### src/rtl/avg_encode.sv
// AVG vector-list assembler: one drawing command in,
// one or two encoded words out to vector RAM.
module avg_encode #(
  parameter int ADDR_W  = 11,
  parameter bit SVEC_EN = 1'b1
) (
  input  logic              clk,
  input  logic              rst_n,
  input  logic              start,
  input  logic [ADDR_W-1:0] base_addr,
  input  logic              cmd_valid,
  output logic              cmd_ready,
  input  logic [2:0]        cmd_op,
  input  logic [12:0]       cmd_dx,
  input  logic [12:0]       cmd_dy,
  input  logic [2:0]        cmd_z,
  input  logic [3:0]        cmd_intens,
  input  logic [2:0]        cmd_color,
  input  logic [7:0]        cmd_lin,
  input  logic [2:0]        cmd_bin,
  input  logic [11:0]       cmd_target,
  output logic              wr_en,
  output logic [ADDR_W-1:0] wr_addr,
  output logic [15:0]       wr_data,
  output logic [ADDR_W-1:0] ptr,
  output logic [ADDR_W:0]   words,
  output logic              halted,
  output logic              overflow
);

  typedef enum logic [2:0] {
    IDLE, READY, WORD1, DONE, ERR
  } state_t;

  localparam logic [2:0] OP_VEC  = 3'd0;
  localparam logic [2:0] OP_HALT = 3'd1;
  localparam logic [2:0] OP_STAT = 3'd2;
  localparam logic [2:0] OP_SCAL = 3'd3;
  localparam logic [2:0] OP_CNTR = 3'd4;
  localparam logic [2:0] OP_JSR  = 3'd5;
  localparam logic [2:0] OP_RTS  = 3'd6;
  localparam logic [2:0] OP_JMP  = 3'd7;

  // One past the last legal word; the write pointer may reach it
  // but never wraps, so it carries one extra bit.
  localparam logic [ADDR_W+1:0] LIM =
    (ADDR_W+2)'(1) << ADDR_W;
  localparam logic [ADDR_W+1:0] N1 = (ADDR_W+2)'(1);
  localparam logic [ADDR_W+1:0] N2 = (ADDR_W+2)'(2);
  localparam logic [ADDR_W:0]   P1 = (ADDR_W+1)'(1);

  state_t            state_q, state_d;
  logic [ADDR_W:0]   vptr_q, vptr_d;
  logic [ADDR_W:0]   words_q, words_d;
  logic              halted_q, halted_d;
  logic              ovf_q, ovf_d;
  logic              wr_en_q, wr_en_d;
  logic [ADDR_W-1:0] wr_addr_q, wr_addr_d;
  logic [15:0]       wr_data_q, wr_data_d;
  logic [15:0]       w1_q, w1_d;

  logic        dx_short, dy_short, use_svec;
  logic        two;
  logic [15:0] w0, w1;
  logic        fits;

  // Short form needs even deltas inside -32..30.
  assign dx_short = ~cmd_dx[0] &
    ((&cmd_dx[12:5]) | ~(|cmd_dx[12:5]));
  assign dy_short = ~cmd_dy[0] &
    ((&cmd_dy[12:5]) | ~(|cmd_dy[12:5]));
  assign use_svec = SVEC_EN & dx_short & dy_short;
  assign two = (cmd_op == OP_VEC) & ~use_svec;

  // Encode the command into its first (and optional second) word.
  always_comb begin
    w0 = 16'h0000;
    w1 = {cmd_z, cmd_dx};
    unique case (cmd_op)
      OP_VEC:
        w0 = use_svec
          ? {3'b010, cmd_dy[5:1], cmd_z, cmd_dx[5:1]}
          : {3'b000, cmd_dy};
      OP_HALT: w0 = 16'h2000;
      OP_STAT:
        w0 = {3'b011, 2'b00, cmd_color,
              cmd_intens, 4'h0};
      OP_SCAL:
        w0 = {3'b011, 1'b1, 1'b0, cmd_bin, cmd_lin};
      OP_CNTR: w0 = 16'h8000;
      OP_JSR:  w0 = {3'b101, 1'b0, cmd_target};
      OP_RTS:  w0 = 16'hC000;
      OP_JMP:  w0 = {3'b111, 1'b0, cmd_target};
    endcase
  end

  assign fits =
    ({1'b0, vptr_q} + (two ? N2 : N1)) <= LIM;

  assign cmd_ready = (state_q == READY) & ~start;

  // Next-state: start overrides everything, then per-state work.
  always_comb begin
    state_d   = state_q;
    vptr_d    = vptr_q;
    words_d   = words_q;
    halted_d  = halted_q;
    ovf_d     = ovf_q;
    wr_en_d   = 1'b0;
    wr_addr_d = wr_addr_q;
    wr_data_d = wr_data_q;
    w1_d      = w1_q;
    if (start) begin
      state_d  = READY;
      vptr_d   = {1'b0, base_addr};
      words_d  = '0;
      halted_d = 1'b0;
      ovf_d    = 1'b0;
    end else begin
      unique case (state_q)
        READY: begin
          if (cmd_valid) begin
            if (!fits) begin
              ovf_d   = 1'b1;
              state_d = ERR;
            end else begin
              wr_en_d   = 1'b1;
              wr_addr_d = vptr_q[ADDR_W-1:0];
              wr_data_d = w0;
              vptr_d    = vptr_q + P1;
              words_d   = words_q + P1;
              if (two) begin
                w1_d    = w1;
                state_d = WORD1;
              end else if (cmd_op == OP_HALT) begin
                halted_d = 1'b1;
                state_d  = DONE;
              end
            end
          end
        end
        WORD1: begin
          wr_en_d   = 1'b1;
          wr_addr_d = vptr_q[ADDR_W-1:0];
          wr_data_d = w1_q;
          vptr_d    = vptr_q + P1;
          words_d   = words_q + P1;
          state_d   = READY;
        end
        IDLE, DONE, ERR: ;
        default: state_d = IDLE;
      endcase
    end
  end

  // State and output registers.
  always_ff @(posedge clk or negedge rst_n) begin
    if (!rst_n) begin
      state_q   <= IDLE;
      vptr_q    <= '0;
      words_q   <= '0;
      halted_q  <= 1'b0;
      ovf_q     <= 1'b0;
      wr_en_q   <= 1'b0;
      wr_addr_q <= '0;
      wr_data_q <= '0;
      w1_q      <= '0;
    end else begin
      state_q   <= state_d;
      vptr_q    <= vptr_d;
      words_q   <= words_d;
      halted_q  <= halted_d;
      ovf_q     <= ovf_d;
      wr_en_q   <= wr_en_d;
      wr_addr_q <= wr_addr_d;
      wr_data_q <= wr_data_d;
      w1_q      <= w1_d;
    end
  end

  assign wr_en    = wr_en_q;
  assign wr_addr  = wr_addr_q;
  assign wr_data  = wr_data_q;
  assign ptr      = vptr_q[ADDR_W] ? '1
                                   : vptr_q[ADDR_W-1:0];
  assign words    = words_q;
  assign halted   = halted_q;
  assign overflow = ovf_q;

endmodule
### config.mk
export PLATFORM = sky130hd
export DESIGN_NAME = avg_encode
export DESIGN_NICKNAME = d
export VERILOG_FILES = /design/src/rtl/avg_encode.sv
export SDC_FILE = /design/constraint.sdc
export NUM_CORES = 1
export LEC_CHECK = 0
export BUFFER_PORTS_ARGS = -buffer_cell sky130_fd_sc_hd__buf_2
export CAP_MARGIN = 20
export CORE_MARGIN = 4
export CORE_UTILIZATION = 47
export DETAILED_ROUTE_END_ITERATION = 6
export PLACE_DENSITY = 0.84
export SYNTH_ARGS = -nofsm -noshare
export SYNTH_HDL_FRONTEND = slang
export SYNTH_SLANG_ARGS = --single-unit
### constraint.sdc
create_clock -name clk -period 3.2 [get_ports clk]
set_input_delay 0.48 -clock clk [delete_from_list [all_inputs] [get_ports clk]]
set_output_delay 0.48 -clock clk [all_outputs]
set_load 0.05 [all_outputs]
* Yosys cells after proc, flatten, opt, wreduce, memory -nomap -nowiden
Cells that the tools add are included.
** Operators by class
- Add/subtract/negate cells :: 3
- $mul :: 0
- Div/mod/pow operators :: 0
- Order comparisons :: 1
- Equality and inequality tests :: 19
- Shift-type cells :: 0
- Multiplexer cells :: 38
- Bitwise logic cells :: 13
- Reductions and logical operators :: 19
** Operators by type and width (number)
- case mux 16 bit (8 select lines) :: 1
- 2-to-1 mux 12 bit :: 6
- case mux 12 bit (2 select lines) :: 2
- 2-to-1 mux 11 bit :: 3
- 2-to-1 mux 16 bit :: 2
- case mux 16 bit (2 select lines) :: 1
- adder 12 x 1 -> 12 bit, second input constant :: 2
- case mux 11 bit (2 select lines) :: 1
- AND reduction 8 bit :: 2
- OR reduction 8 bit :: 2
- equality test 3 bit, second input constant :: 5
- 2-to-1 mux 15 bit :: 1
- 2-to-1 mux 3 bit :: 5
- adder 12 x 2 -> 13 bit :: 1
- <= comparator 13 x 12 -> 1 bit, second input constant :: 1
- 2-to-1 mux 1 bit :: 13
- equality test 3 x 2 -> 1 bit, second input constant :: 4
- != test 2 bit, second input constant :: 5
- AND reduction 5 bit :: 2
- nonzero test 2 bit :: 5
- case mux 3 bit (3 select lines) :: 1
- AND reduction 3 bit :: 3
- equality test 3 x 1 -> 1 bit, second input constant :: 2
- logical NOT 3 bit :: 2
- 10 further kinds :: 21
** Word-level totals
- Register bits after elaboration :: 73
- Latch bits :: 0
- Memory bits (writable) :: 0
- Bits in read-only memories :: 0
- Input bits :: 77
- Output and inout port bits :: 54
- Memories kept :: 0

* Logic depth before layout (Yosys ltp)
Gate-level depths: netlist (run 1).
- Word-level depth :: 14
- Gate-level depth with buffers :: 19
- Gate-level depth less buffers :: 15

* Least setup slack after synthesis (run 1)
OpenSTA, ideal clock, no wires.
- Path type :: in2reg
- From :: in cmd_dx[10]
- To :: reg wr_data_q[1] (netlist: wr_data[1])
- Arrival :: 3.970 ns
- Data required time :: 3.075 ns
- Path slack :: -0.895 ns
- Stages :: 18
- Cell sequence :: or4_1 -> nor2_1 -> o221ai_2 -> buf_6 -> nand2_1 -> ha_1 -> ha_1 -> a21bo_2 -> a22oi_1 -> a21oi_1 -> o22ai_1 -> a32o_1 -> o211ai_2 -> and3_1 -> buf_6 -> nor3_2 -> buf_4 -> mux2_2
** Between the ends
- Cells in the longest elaborated chain, start to end :: 12
- Elaborated cells on any way between the ends :: 18
- Those cells by class :: 1 x add/sub; 1 x order compare; 1 x eq/ne; 6 x mux; 6 x bitwise; 3 x reduce/logical
** RTL lines
- start: declaration :: line 14 : input logic [12:0] cmd_dx,
- OR reduction 8 bit :: line 69 : ((&cmd_dx[12:5]) | ~(|cmd_dx[12:5]));
- NOT 1 bit :: line 69
- bitwise OR 1 bit (*) :: line 69
- bitwise AND 1 bit (*) :: line 68 : assign dx_short = ~cmd_dx[0] &
- bitwise AND 1 bit (*) :: line 72 : assign use_svec = SVEC_EN & dx_short & dy_short;
- NOT 1 bit :: line 73 : assign two = (cmd_op == OP_VEC) & ~use_svec;
- bitwise AND 1 bit :: line 73
- 2-to-1 mux 2 bit :: line 98 : ({1'b0, vptr_q} + (two ? N2 : N1)) <= LIM;
- adder 12 x 2 -> 13 bit :: line 98
- <= comparator 13 x 12 -> 1 bit (implied by the code) :: line 98
- != test 2 bit (no source line)
- AND reduction 4 bit (no source line)
- end signal: assignment :: line 176 : wr_data_q <= wr_data_d;
- end: declaration :: line 59 : logic [15:0] wr_data_q, wr_data_d;
Every way passes the cells marked *; elsewhere a longest branch is shown, timed or not. The select of a mux whose other input is x is not followed.
A chain may end at the register's enable or synchronous reset.

* Final worst setup path (run 1)
- From :: in cmd_dx[6]
- To :: reg wr_data_q[3] (netlist: wr_data[3])
Same word-level chain as after synthesis.

==> results.txt, run 1 <==
----------------------------------------------------
[Run status]
  Outcome ... complete, but fails checks
  Violations in the final reports ... setup timing

[Final layout]
  Count of non-filler cells in the finished layout ... 763
  Area Overhead vs Synth ... 47.7%
  Ratio of cells with drive above 1 in the final layout ... 52.8%
  Number of diodes ... 0
  Final net count ... 728
  Final standard cell area without fillers ... 6540 sq um

[Worst setup path]
  Worst setup path category ... primary input to flip-flop
  Arrival time worst endpoint ... 3.90 ns
  Kind of end point of the critical path ... flip-flop
  Element type at the critical path start ... primary input
  Critical path data required time ... 3.43 ns
  Crit-path max FO ... 7

[Drt]
  Per-cell routed wire length ... 21.6 um
  Via count ... 4905
  First-pass detailed-route iteration total ... 5
  DRC violations left ... 0
  Vias per cell ... 6.43
  Final antenna-violating net count ... 0
  Initial detailed-routing violation count ... 369
  Routed WL ... 16500 um

[Timing]
  Worst hold slack across all endpoints ... 0.249 ns
  Max-Slew Margin vs Limit ... 35.4%
  Minimum setup slack in the final design ... -0.465 ns
  Pins over their slew limit ... 0
  Maximum clock rate ... 0.273 GHz
  Total count of hold-check failures in the final report ... 0
  Share of the clock period used by the worst path ... 115%
  Fin Setup TNS ... -26.61 ns
  Actual transition at the worst max-transition pin ... 0.969 ns
  Worst-case clock skew ... 0.0220 ns
  Unrepaired setup endpoints after global routing ... true
  Number of setup violations in the final report ... 71
  Minimum period implied by the final worst setup slack ... 3.67 ns

[Die]
  Overall die area ... 11000 sq um
  X dimension of the die ... 105 um
  IO Count ... 131
  Initial standard-cell utilization of the core ... 48.1%
  Placeable Area ... 9200 sq um
  Height of the die ... 105 um
  Row count ... 35

[Synth]
  Number of synthesized flops with an enable pin ... 0
  Most instantiated flip-flop cell in the synthesis netlist ... sky130_fd_sc_hd__dfrtp_1
  Post-synthesis instance area ... 4430 sq um
  Post-Syn Nets ... 548
  Fraction of registers with async set or reset after synthesis ... 100%
  Number of register bits inferred by synthesis ... 73
  Avg Cell Area, Syn ... 9.48 sq um
  Number of instances in the synthesized netlist ... 467
  Sequential area share after synthesis ... 41.3%
  Yosys warns ... 0
  Number of distinct library cell variants in the gate-level netlist after synthesis ... 59

[Power and ir drop]
  Power density relative to cell area ... 485 nW/um^2
  Sum of internal, switching and leakage power ... 3.17 mW
  Leakage power ... 2.96 nW
  Maximum VDD drop ... 0.365 mV

[CTS]
  H-tree Lvls ... 3
  CTS Root Buffer Type ... sky130_fd_sc_hd__clkbuf_8
  Clock Pin Slew Worst Setup and Hold Paths ... 0.08 ns
  Number of buffers on the longest clock path ... 2
  Hold_buf cts ... 0
  Number of clock buffers inserted by TritonCTS ... 9
  Clock latency on the worst-skew pair ... 0.36 ns
  CTS tree ... done
  Number of sinks handled by clock tree synthesis ... 73

[Worst hold path]
  Class of the worst hold path ... primary input to asynchronous set/reset pin

[Placement]
  Total cell area at the placement stage ... 5570 sq um
  Dpl cells ... 723
  DP HPWL ... 10100 um
  Number of I/O port buffers ... 130
  GPL Wtd Cong ... 0.888

[Global route]
  Initial antenna violation count ... 0
  Global-route wire length before repair ... 25200 um
  GR Util All Layers ... 28.3%
  Pin count of the biggest net entering global routing ... 74
  Overflow after GRT ... 0
  Vias in the first global route ... 5038

[Job]
  Count of max-cap constraint violations ... 0

----------------------------------------------------
## worst max-delay path, cell delays in order
cell	delay (ns)
sky130_fd_sc_hd__buf_6	0.09
sky130_fd_sc_hd__or4_4	0.53
sky130_fd_sc_hd__nor2_4	0.16
sky130_fd_sc_hd__o221ai_4	0.14
sky130_fd_sc_hd__nand2_4	0.15
sky130_fd_sc_hd__ha_4	0.16
sky130_fd_sc_hd__ha_4	0.15
sky130_fd_sc_hd__a21bo_2	0.23
sky130_fd_sc_hd__a22oi_2	0.21
sky130_fd_sc_hd__a21oi_1	0.12
sky130_fd_sc_hd__o22ai_1	0.18
sky130_fd_sc_hd__a32o_2	0.17
sky130_fd_sc_hd__o211ai_4	0.09
sky130_fd_sc_hd__and3_4	0.21
sky130_fd_sc_hd__nor3_4	0.19
sky130_fd_sc_hd__buf_6	0.17
sky130_fd_sc_hd__buf_12	0.14
sky130_fd_sc_hd__mux2_4	0.30
## state kept, by name, indices dropped and copies added, names as in the netlist
| name | cells |
|---|---|
| wr_addr | 11 |
| overflow | 1 |
| wr_en | 1 |
| w1_q | 16 |
| wr_data | 16 |
| halted | 1 |
| state_q | 3 |
| words | 12 |
| vptr_q | 12 |
## layout by cell type, fill, tap and decap left out, types with 3 or more instances in the layout
master,instances
sky130_fd_sc_hd__buf_2,123
sky130_fd_sc_hd__dfrtp_1,73
sky130_fd_sc_hd__buf_4,48
sky130_fd_sc_hd__nor2_1,40
sky130_fd_sc_hd__nand2_1,38
sky130_fd_sc_hd__mux2_4,28
sky130_fd_sc_hd__mux2_2,28
sky130_fd_sc_hd__a21oi_1,23
sky130_fd_sc_hd__buf_6,18
sky130_fd_sc_hd__nand3_1,15
sky130_fd_sc_hd__nand4_1,13
sky130_fd_sc_hd__or2_2,12
sky130_fd_sc_hd__o21ai_0,12
sky130_fd_sc_hd__a31oi_1,11
sky130_fd_sc_hd__clkbuf_8,9
sky130_fd_sc_hd__or4_4,8
sky130_fd_sc_hd__o31ai_1,8
sky130_fd_sc_hd__a221oi_1,8
sky130_fd_sc_hd__inv_1,7
sky130_fd_sc_hd__nor3_1,6
sky130_fd_sc_hd__or4_1,6
sky130_fd_sc_hd__and2_1,5
sky130_fd_sc_hd__a21oi_2,5
sky130_fd_sc_hd__mux2i_1,5
sky130_fd_sc_hd__buf_12,5
sky130_fd_sc_hd__or3_1,4
sky130_fd_sc_hd__nor2b_1,4
sky130_fd_sc_hd__a22oi_1,4
sky130_fd_sc_hd__a21o_1,3
sky130_fd_sc_hd__o21ai_2,3
sky130_fd_sc_hd__nand3_2,3
sky130_fd_sc_hd__buf_16,3
## timing repair
action | 4_1_cts | 5_1_grt
gates cloned | 5 | 1
endpoints found under the setup margin | 71 | 73
pin swaps | 15 | 21
setup buffers | 13 | 7
resized for setup | 60 | 50
## path summary, 6_finish.rpt
path,startpoint,endpoint,slack [ns],depth (start not counted)
worst max register to register,vptr_q[4],wr_data[3],-0.12,11
worst min-delay path,rst_n,wr_addr[3],0.25,1
max in group asynchronous,rst_n,vptr_q[7],2.28,1
worst max-delay path,cmd_dx[6],wr_data[3],-0.47,18
worst min register to register,w1_q[0],w1_q[0],0.51,1
min in group clk,base_addr[5],vptr_q[5],0.35,2
## stage by stage
stage / setup slack (ns) / utilization (%)
after floorplan: -0.586 / -
after global routing: -0.572 / 71.1
after detailed placement: -0.819 / 60.6
final: -0.465 / 71.1
after CTS: -0.436 / 67.9
after global placement: -0.630 / 60.6
## power breakdown
group          leakage, nW  internal, mW  switching, mW
clock                0.111         0.444          0.378
combinational         1.94         0.442          0.715
sequential           0.908          1.07          0.120
total                 2.96          1.96           1.21
## cell families after synthesis
| group | count (synthesis) | synth area share [%] |
|---|---|---|
| and+or+nand+nor | 183 | 21.6 |
| AOI/OAI and AO/OA | 106 | 16.3 |
| DFF | 73 | 41.3 |
| muxes | 61 | 15.4 |
| buffers and inverters | 39 | 4.15 |
| adders and majority gates | 4 | 1.13 |
| xor gates and xnor gates | 1 | 0.198 |
## routing by layer
metal | routed length [um] | global-route usage [%]
met1 | 6040 | 33.4
met5 | 0 | 0
met4 | 849 | 13.3
met3 | 1480 | 5.44
met2 | 8150 | 49.3
## cell usage after synthesis, types with 3 or more instances
master | count | area share [%]
sky130_fd_sc_hd__a211oi_1 | 3 | 0.51
sky130_fd_sc_hd__a21o_1 | 3 | 0.51
sky130_fd_sc_hd__a21oi_1 | 27 | 3.1
sky130_fd_sc_hd__a221oi_1 | 9 | 1.8
sky130_fd_sc_hd__a22oi_1 | 6 | 1.0
sky130_fd_sc_hd__a31oi_1 | 12 | 1.7
sky130_fd_sc_hd__and2_1 | 5 | 0.71
sky130_fd_sc_hd__and3_1 | 3 | 0.42
sky130_fd_sc_hd__buf_2 | 3 | 0.34
sky130_fd_sc_hd__buf_4 | 3 | 0.51
sky130_fd_sc_hd__buf_6 | 3 | 0.76
sky130_fd_sc_hd__clkbuf_1 | 22 | 1.9
sky130_fd_sc_hd__dfrtp_1 | 73 | 41
sky130_fd_sc_hd__ha_1 | 4 | 1.1
sky130_fd_sc_hd__inv_1 | 7 | 0.59
sky130_fd_sc_hd__mux2_1 | 3 | 0.76
sky130_fd_sc_hd__mux2_2 | 53 | 13
sky130_fd_sc_hd__mux2i_1 | 5 | 1.1
sky130_fd_sc_hd__nand2_1 | 42 | 3.6
sky130_fd_sc_hd__nand3_1 | 19 | 2.1
sky130_fd_sc_hd__nand4_1 | 13 | 1.8
sky130_fd_sc_hd__nor2_1 | 43 | 3.6
sky130_fd_sc_hd__nor2b_1 | 4 | 0.57
sky130_fd_sc_hd__nor3_1 | 6 | 0.68
sky130_fd_sc_hd__nor3_2 | 3 | 0.68
sky130_fd_sc_hd__nor3b_1 | 3 | 0.51
sky130_fd_sc_hd__nor4_1 | 5 | 0.71
sky130_fd_sc_hd__o21ai_0 | 16 | 1.8
sky130_fd_sc_hd__o31ai_1 | 10 | 1.7
sky130_fd_sc_hd__or2_2 | 12 | 1.7
sky130_fd_sc_hd__or3_1 | 4 | 0.57
sky130_fd_sc_hd__or4_1 | 13 | 2.2
## layout make-up
class,instances,area [sq um]
inverter,8,30.0
sequential,73,1830
clock buffer,10,128
multi-input combinational,355,2910
fill,601,2660
tap,111,139
clock inverter,6,91.3
timing repair buffer,200,1420
Power figures use the tool's default switching activity.
==> inputs of run 2 (changes only) <==
- CORE_MARGIN: 4 -> 1
- GPL_TIMING_DRIVEN: unset -> 0
- REMOVE_ABC_BUFFERS: unset -> 1
==> run 2 against run 1 <==
Net effect:
- the run still ends with setup timing left
- setup slack got worse by 0.084 ns
- combinational power fell by 9%
- clock skew fell by 0.0056 ns
- count of clock-buffer cells in the layout rose by 2
- final area fell by 7.8%
- cell count fell by 5.1%
- hold slack improved by 0.11 ns
- clock power fell by 8.9%
- sequential share of layout area rose by 2.4 points
- die area fell by 11%
- largest power group unchanged
- highest routed layer unchanged
==> results.txt, run 2 (synthesis results as in run 1) <==
----------------------------------------------------
[Worst setup path]
  Crit-path max FO ... 9 (+2)
  Critical path data required time ... 3.45 ns (+0.02 ns)
  Element type at the critical path start ... primary input
  Worst setup path category ... primary input to flip-flop
  Arrival time worst endpoint ... 4.00 ns (+0.10 ns)
  Slack of the worst reg-to-reg path ... -0.36 ns (-0.24 ns)
  Path depth of the worst reg2reg path ... 10 (-1)
  CP max stage delay ... 0.55 ns (+0.02 ns)
  Kind of end point of the critical path ... flip-flop
  Worst path cell trace ... buf_6, or4_4, nor2_4, o221ai_4, nand2_4, ha_4, ha_4, a21bo_4, a22oi_2, a21oi_2, o22ai_1, a32o_2, o211ai_4, and3_4, nor3_4, buf_12, buf_12, mux2_2
  Slowest cell on the critical path ... sky130_fd_sc_hd__or4_4
  Critical register-to-register path startpoint ... vptr_q[3]
  Worst flop-to-flop path endpoint ... wr_data[3]

[Global route]
  Global-route wire length before repair ... 22800 um (-9.4%)
  Vias in the first global route ... 4529 (-10%)
  GR Util All Layers ... 30.0% (+1.7 points)
  Pin count of the biggest net entering global routing ... 67 (-9.5%)
  Initial antenna violation count ... 0 (unchanged)
  Overflow after GRT ... 0 (unchanged)

[Timing]
  Total count of hold-check failures in the final report ... 0 (unchanged)
  Minimum period implied by the final worst setup slack ... 3.75 ns (+0.0836 ns)
  Max-Slew Margin vs Limit ... 16.6% (-19 points)
  Pins over their slew limit ... 0 (unchanged)
  Worst hold slack across all endpoints ... 0.356 ns (+0.106 ns)
  Fin Setup TNS ... -30.81 ns (-4.20 ns)
  Number of setup violations in the final report ... 73 (+2.8%)
  Actual transition at the worst max-transition pin ... 1.25 ns (+0.281 ns)
  Share of the clock period used by the worst path ... 117% (+2.6 points)
  Maximum clock rate ... 0.267 GHz (-2.2%)
  Minimum setup slack in the final design ... -0.549 ns (-0.0836 ns)
  Worst-case clock skew ... 0.0164 ns (-0.00563 ns)
  Unrepaired setup endpoints after global routing ... true

[Die]
  Height of the die ... 99.1 um (-5.7%)
  IO Count ... 131 (unchanged)
  Initial standard-cell utilization of the core ... 48.1% (unchanged)
  Placeable Area ... 9200 sq um (unchanged)
  Row count ... 35 (unchanged)
  Overall die area ... 9810 sq um (-11%)
  X dimension of the die ... 99.1 um (-5.7%)

[Drt]
  Final antenna-violating net count ... 0 (unchanged)
  Routed WL ... 14500 um (-12%)
  Highest routed metal layer ... met4
  Via count ... 4605 (-6.1%)
  First-pass detailed-route iteration total ... 5 (unchanged)
  Per-cell routed wire length ... 20.0 um (-7.6%)
  Wire length on met3 ... 1130 um (-23%)
  Vias per cell ... 6.36 (-1.1%)
  Initial detailed-routing violation count ... 323 (-12%)
  Metal1 wirelength ... 5690 um (-5.7%)
  Met2 Wirelength ... 7220 um (-11%)
  DRC violations left ... 0 (unchanged)

[Worst hold path]
  Class of the worst hold path ... primary input to flip-flop
  Count of cells along the worst hold path ... 2
  Hold_sp ... cmd_valid
  Worst hold endpoint ... state_q[0]

[CTS]
  Number of clock buffers inserted by TritonCTS ... 9 (unchanged)
  Number of buffers on the longest clock path ... 2 (unchanged)
  Clock Pin Slew Worst Setup and Hold Paths ... 0.09 ns (about the same)
  CTS tree ... done
  H-tree Lvls ... 3 (unchanged)
  Number of sinks handled by clock tree synthesis ... 73 (unchanged)
  Clock latency on the worst-skew pair ... 0.36 ns (about the same)
  CTS Root Buffer Type ... sky130_fd_sc_hd__clkbuf_8

[Run status]
  Violations in the final reports ... setup timing
  Outcome ... complete, but fails checks

[Power and ir drop]
  Leakage power ... 2.69 nW (-9.2%)
  Power density relative to cell area ... 497 nW/um^2 (+2.4%)
  P_int ... 1.85 mW (-5.6%)
  Clock group share of total power ... 25.0% (-0.9 points)
  Maximum VDD drop ... 0.233 mV (-36%)
  Sequential fraction of design power ... 40.0% (+2.4 points)
  Sum of internal, switching and leakage power ... 3.00 mW (-5.5%)
  Switching power as a share of total power ... 38.3% (+0.041 points)
  Power share of the combinational group ... 35.0% (-1.5 points)
  Switching component of the power ... 1.15 mW (-5.4%)

[Placement]
  Number of I/O port buffers ... 130 (unchanged)
  Dpl cells ... 680 (-5.9%)
  Worst Setup Slack post-DPL ... -2.44 ns (-1.62 ns)
  DP HPWL ... 9040 um (-11%)
  GPL Wtd Cong ... 0.866 (-2.5%)

[Final layout]
  Commonest cells after routing, fill and taps aside ... sky130_fd_sc_hd__buf_2 (123), sky130_fd_sc_hd__dfrtp_1 (73), sky130_fd_sc_hd__nor2_1 (39), sky130_fd_sc_hd__nand2_1 (39), sky130_fd_sc_hd__mux2_2 (33)
  Number of diodes ... 0 (unchanged)
  Area Overhead vs Synth ... 36.2%
  Final net count ... 689 (-5.4%)
  Count of non-filler cells in the finished layout ... 724 (-5.1%)
  FILL cells ... 693 (+15%)
  Ratio of cells with drive above 1 in the final layout ... 47.0% (-5.8 points)
  Leading cell type in the layout, fill and taps excluded ... sky130_fd_sc_hd__buf_2

[Job]
  Count of max-cap constraint violations ... 0 (unchanged)

----------------------------------------------------
-- run 2: cell types whose count changed in the layout (fill, tap and decap cells not counted), moves of 3 or more --
cell,before,now
sky130_fd_sc_hd__buf_4,48,18
sky130_fd_sc_hd__and3_4,1,4
sky130_fd_sc_hd__buf_6,18,10
sky130_fd_sc_hd__o21ai_2,3,0
sky130_fd_sc_hd__mux2_4,28,21
sky130_fd_sc_hd__mux2_2,28,33
-- run 2: final cells by class --
class	count	area (sq um)	area share (%)
timing repair buffer	158	1020	16.8
inverter	8	30.0	0.498
clock buffer	12	145	2.41
tap	111	139	2.30
sequential	73	1830	30.3
multi-input combinational	358	2820	46.8
clock inverter	4	52.6	0.871
-- run 2: critical path, delay by kind of cell --
family	cells	cell delay, ns
and+or+nand+nor	5	1.20
AOI/OAI and AO/OA	7	1.19
buffers and inverters	3	0.40
adders and majority gates	2	0.36
muxes	1	0.35
-- run 2: per-layer routing --
metal,up-vias,global-route usage [%]
met1,2222,36.2
met2,305,51.4
li1,2029,-
met5,-,0
met4,0,13.7
met3,49,6.45
-- run 2: worst max path at each step --
stage | slack (ns) | endpoint | cells after the start | start
global route | -0.60 | wr_addr[0] | 18 | cmd_dx[10]
detailed placement | -2.44 | wr_data[6] | 17 | cmd_dx[9]
floorplan | -1.88 | wr_addr[0] | 15 | cmd_dx[10]
CTS | -0.41 | wr_data[3] | 18 | cmd_dx[7]
global placement | -3.22 | wr_data[13] | 16 | cmd_dx[10]
finish | -0.55 | wr_addr[0] | 18 | cmd_dx[10]
-- run 2: through the flow --
| stage | instance area, sq um | util (%) |
|---|---|---|
| after floorplan | 4270 | - |
| after global placement | 5060 | 55.0 |
| after detailed placement | 5140 | 55.9 |
| after CTS | 5810 | 63.2 |
| after global routing | 6030 | 65.6 |
| final | 6030 | 65.6 |
-- run 2: power groups by stage --
stage	sequential [mW]	clock, mW	combinational [mW]
final	1.20	0.749	1.05
after global routing	1.21	0.790	1.11
after CTS	1.19	0.757	1.00
after detailed placement	1.20	0	0.916
after global placement	1.19	0	0.880
after floorplan	1.46	0	0.360
-- run 2: what timing repair did --
item,in CTS,in global routing
setup endpoints to repair,73,73
gates cloned,3,1
endpoints found under the hold margin,7,0
setup buffers,19,4
hold buffers,1,0
gates resized for setup,52,39
pin swaps,19,17
==> inputs of run 3 (changes only) <==
- ABC_AREA: unset -> 1
- CORE_UTILIZATION: 47 -> 50
- clock period: 3.2 -> 4.27 ns (I/O delays scaled with it)
==> run 3 against run 2 <==
Net effect:
- the run now ends clean
- wire length is 15% lower
- non-clock buffer count is 22 lower
- combinational power is 76% higher
- via count is 0.20% higher
- hold slack better by 0.058 ns
- total power is 22% higher
- flip-flop and latch count stayed put
- setup slack better by 1.4 ns
- die area is 4.2% lower
- global-route usage is 2.9 points lower
- clock skew is 0.0059 ns lower
- critical endpoint is now vptr_q[0]
- highest routed layer unchanged
==> results.txt, run 3 <==
----------------------------------------------------
[Final layout]
  Leading cell type in the layout, fill and taps excluded ... sky130_fd_sc_hd__nand2_1
  Ratio of cells with drive above 1 in the final layout ... 24.6% (-22 points)
  FILL cells ... 775 (+12%)
  Final cell utilization of the core ... 62.7% (-2.9 points)
  Area Overhead vs Synth ... 21.3%
  Commonest cells after routing, fill and taps aside ... sky130_fd_sc_hd__nand2_1 (225), sky130_fd_sc_hd__buf_2 (130), sky130_fd_sc_hd__dfrtp_1 (73)
  Number of diodes ... 0 (unchanged)
  Final net count ... 823 (+19%)

[Global route]
  Initial antenna violation count ... 0 (unchanged)
  Vias in the first global route ... 4512 (-0.38%)
  Global-route wire length before repair ... 20900 um (-8.4%)
  GR Util All Layers ... 27.1% (-2.9 points)
  Overflow after GRT ... 0 (unchanged)
  Pin count of the biggest net entering global routing ... 74 (+10%)

[Timing]
  Total count of hold-check failures in the final report ... 0 (unchanged)
  Number of setup violations in the final report ... 0 (-100%)
  Fin Setup TNS ... 0 ns (+30.81 ns)
  Actual transition at the worst max-transition pin ... 1.16 ns (-0.0894 ns)
  Worst-case clock skew ... 0.0106 ns (-0.00586 ns)
  Unrepaired setup endpoints after global routing ... false
  Pins over their slew limit ... 0 (unchanged)
  Share of the clock period used by the worst path ... 81.1%
  Minimum setup slack in the final design ... 0.807 ns (+1.36 ns)
  Minimum period implied by the final worst setup slack ... 3.46 ns
  Worst hold slack across all endpoints ... 0.414 ns (+0.0579 ns)
  Maximum clock rate ... 0.289 GHz
  Max-Slew Margin vs Limit ... 22.0% (+5.5 points)

[Synth]
  Cell taking the most area after synthesis ... sky130_fd_sc_hd__dfrtp_1
  Avg Cell Area, Syn ... 7.26 sq um (-23%)
  Most frequent cell after synthesis ... sky130_fd_sc_hd__nand2_1
  Commonest cells post-synth ... sky130_fd_sc_hd__nand2_1 (225), sky130_fd_sc_hd__dfrtp_1 (73), sky130_fd_sc_hd__nand3_1 (61)
  Post-synthesis instance area ... 4510 sq um (+1.8%)
  Fraction of registers with async set or reset after synthesis ... 100% (unchanged)
  Cells taking the most area after synthesis ... sky130_fd_sc_hd__dfrtp_1 (41%), sky130_fd_sc_hd__nand2_1 (19%), sky130_fd_sc_hd__nand3_1 (6.8%), sky130_fd_sc_hd__nor2_1 (3.7%), sky130_fd_sc_hd__inv_1 (3.5%)
  Yosys warns ... 0 (unchanged)
  Most instantiated flip-flop cell in the synthesis netlist ... sky130_fd_sc_hd__dfrtp_1
  Number of synthesized flops with an enable pin ... 0 (unchanged)
  Sequential area share after synthesis ... 40.5% (-0.72 points)
  Number of instances in the synthesized netlist ... 621 (+33%)
  Number of distinct library cell variants in the gate-level netlist after synthesis ... 41 (-31%)
  Synth top area share ... 40.5% (-0.72 points)
  Number of register bits inferred by synthesis ... 73 (unchanged)

[Worst setup path]
  Path depth of the worst reg2reg path ... 18 (+8)
  CP max stage delay ... 0.43 ns (-0.12 ns)
  Worst path cell trace ... buf_2, nor2_1, nand2_1, o21ai_1, nand3_2, nand2_4, ha_1, ha_1, inv_1, a21oi_1, nand2_1, inv_1, nand2_1, nand2_1, nand2_1, nor2_1, nand2_1, nand2_2, nand2_4, nand2_1, nand2_1, buf_16, nand2_1, o21ai_0
  Slowest cell on the critical path ... sky130_fd_sc_hd__nand2_1
  Critical path origin ... cmd_dx[8]
  Cell occurring most often along the worst timing path ... sky130_fd_sc_hd__nand2_1
  Kind of end point of the critical path ... flip-flop
  Crit-path max FO ... 28 (+19)
  Critical register-to-register path startpoint ... vptr_q[1]
  Slack of the worst reg-to-reg path ... 1.27 ns (+1.63 ns)
  Worst flop-to-flop path endpoint ... vptr_q[0]
  Arrival time worst endpoint ... 3.69 ns (-0.31 ns)
  Critical path data required time ... 4.49 ns (+1.04 ns)
  Element type at the critical path start ... primary input
  Worst setup path category ... primary input to flip-flop

[CTS]
  CTS Root Buffer Type ... sky130_fd_sc_hd__clkbuf_8
  H-tree Lvls ... 3 (unchanged)
  Number of sinks handled by clock tree synthesis ... 73 (unchanged)
  CTS tree ... done
  Hold_buf cts ... 0 (-1)
  Number of clock buffers inserted by TritonCTS ... 9 (unchanged)
  Clock latency on the worst-skew pair ... 0.35 ns (about the same)
  Clock Pin Slew Worst Setup and Hold Paths ... 0.08 ns (about the same)
  Number of setup buffers added after CTS ... 0 (-19)
  Number of buffers on the longest clock path ... 2 (unchanged)
  Post-cts sizing count ... 0 (-100%)

[Power and ir drop]
  Power density relative to cell area ... 668 nW/um^2 (+34%)
  Maximum VDD drop ... 0.302 mV (+30%)
  Leakage power ... 2.93 nW (+8.8%)

[Drt]
  Via count ... 4614 (+0.20%)
  Met2 Wirelength ... 5910 um (-18%)
  Highest routed metal layer ... met4
  Per-cell routed wire length ... 14.4 um (-28%)
  DRC violations left ... 0 (unchanged)
  First-pass detailed-route iteration total ... 5 (unchanged)
  Initial detailed-routing violation count ... 344 (+6.5%)
  Routed WL ... 12300 um (-15%)
  Metal1 wirelength ... 5320 um (-6.5%)
  Vias per cell ... 5.40 (-15%)
  Wire length on met3 ... 808 um (-29%)
  Final antenna-violating net count ... 0 (unchanged)

[Placement]
  GPL Wtd Cong ... 0.963 (+11%)
  Number of I/O port buffers ... 130 (unchanged)
  DP HPWL ... 9120 um (+0.86%)
  Worst Setup Slack post-DPL ... 0.443 ns (+2.89 ns)

[Die]
  Initial standard-cell utilization of the core ... 51.7% (+3.5 points)
  X dimension of the die ... 96.9 um (-2.1%)
  IO Count ... 131 (unchanged)
  Placeable Area ... 8720 sq um (-5.2%)
  Row count ... 34 (-2.9%)
  Overall die area ... 9390 sq um (-4.2%)
  Height of the die ... 96.9 um (-2.1%)

[Worst hold path]
  Class of the worst hold path ... primary input to asynchronous set/reset pin

[Job]
  Count of max-cap constraint violations ... 0 (unchanged)

[Run status]
  Outcome ... finished clean

----------------------------------------------------
## run 3: cell count changes after synthesis, sizes merged, moves of 11 or more
cell	change
nand2	+192
mux2	-56
nand3	+44
inv	+38
o21ai	+17
or4	-14
xor2	+12
a31oi	-11
## run 3: per-stage QoR
step           power [mW]  cell area, sq um  cells
6_report             3.65              5460    855
5_1_grt              3.89              5460    855
4_1_cts              3.66              5460    855
3_5_place_dp         3.03              5240    839
3_3_place_gp         2.95              5150    833
2_1_floorplan        2.51              4360    595
## run 3: worst max-delay path by stage
stage	to	slack (ns)	depth (start not counted)
final	vptr_q[0]	0.81	24
after detailed placement	words[6]	0.44	23
after global routing	words[4]	0.46	24
after CTS	words[6]	0.84	22
after global placement	words[7]	0.35	22
after floorplan	vptr_q[3]	0.99	22
## run 3: logic make-up after synthesis
logic type,Yosys count,synth area share [%]
buf+inv,71,6.94
xor+xnor,13,2.53
mux,6,1.33
fa+ha+maj,4,1.11
simple gates,372,36.4
flops,73,40.5
compound gates,82,11.2
## run 3: critical path: cells and delay by family
kind,cells,cell delay (ns)
adder cells (fa/ha/maj),2,0.41
AO/OA/AOI/OAI,3,0.42
buffers and inverters,4,0.60
AND/OR/NAND/NOR,15,1.61
## run 3: final cells by class
cell class	instances	area [sq um]	share of cell area, %
clock buffer	11	151	2.77
sequential	73	1830	33.4
inverter	45	169	3.09
clock inverter	5	77.6	1.42
multi-input combinational	477	2380	43.5
timing repair buffer	136	727	13.3
tap	108	135	2.47
## run 3: per-layer routing
layer  vias up  global-route usage [%]
li1       2275                       -
met1      2131                    35.3
met2       176                    44.4
met3        32                    5.06
met4         0                    10.9
met5         -                       0
## run 3: report_power, final
group | internal, mW | leakage (nW) | switching (mW) | total, mW
combinational | 0.478 | 1.87 | 1.38 | 1.85
clock | 0.359 | 0.115 | 0.259 | 0.617
sequential | 0.954 | 0.944 | 0.223 | 1.18
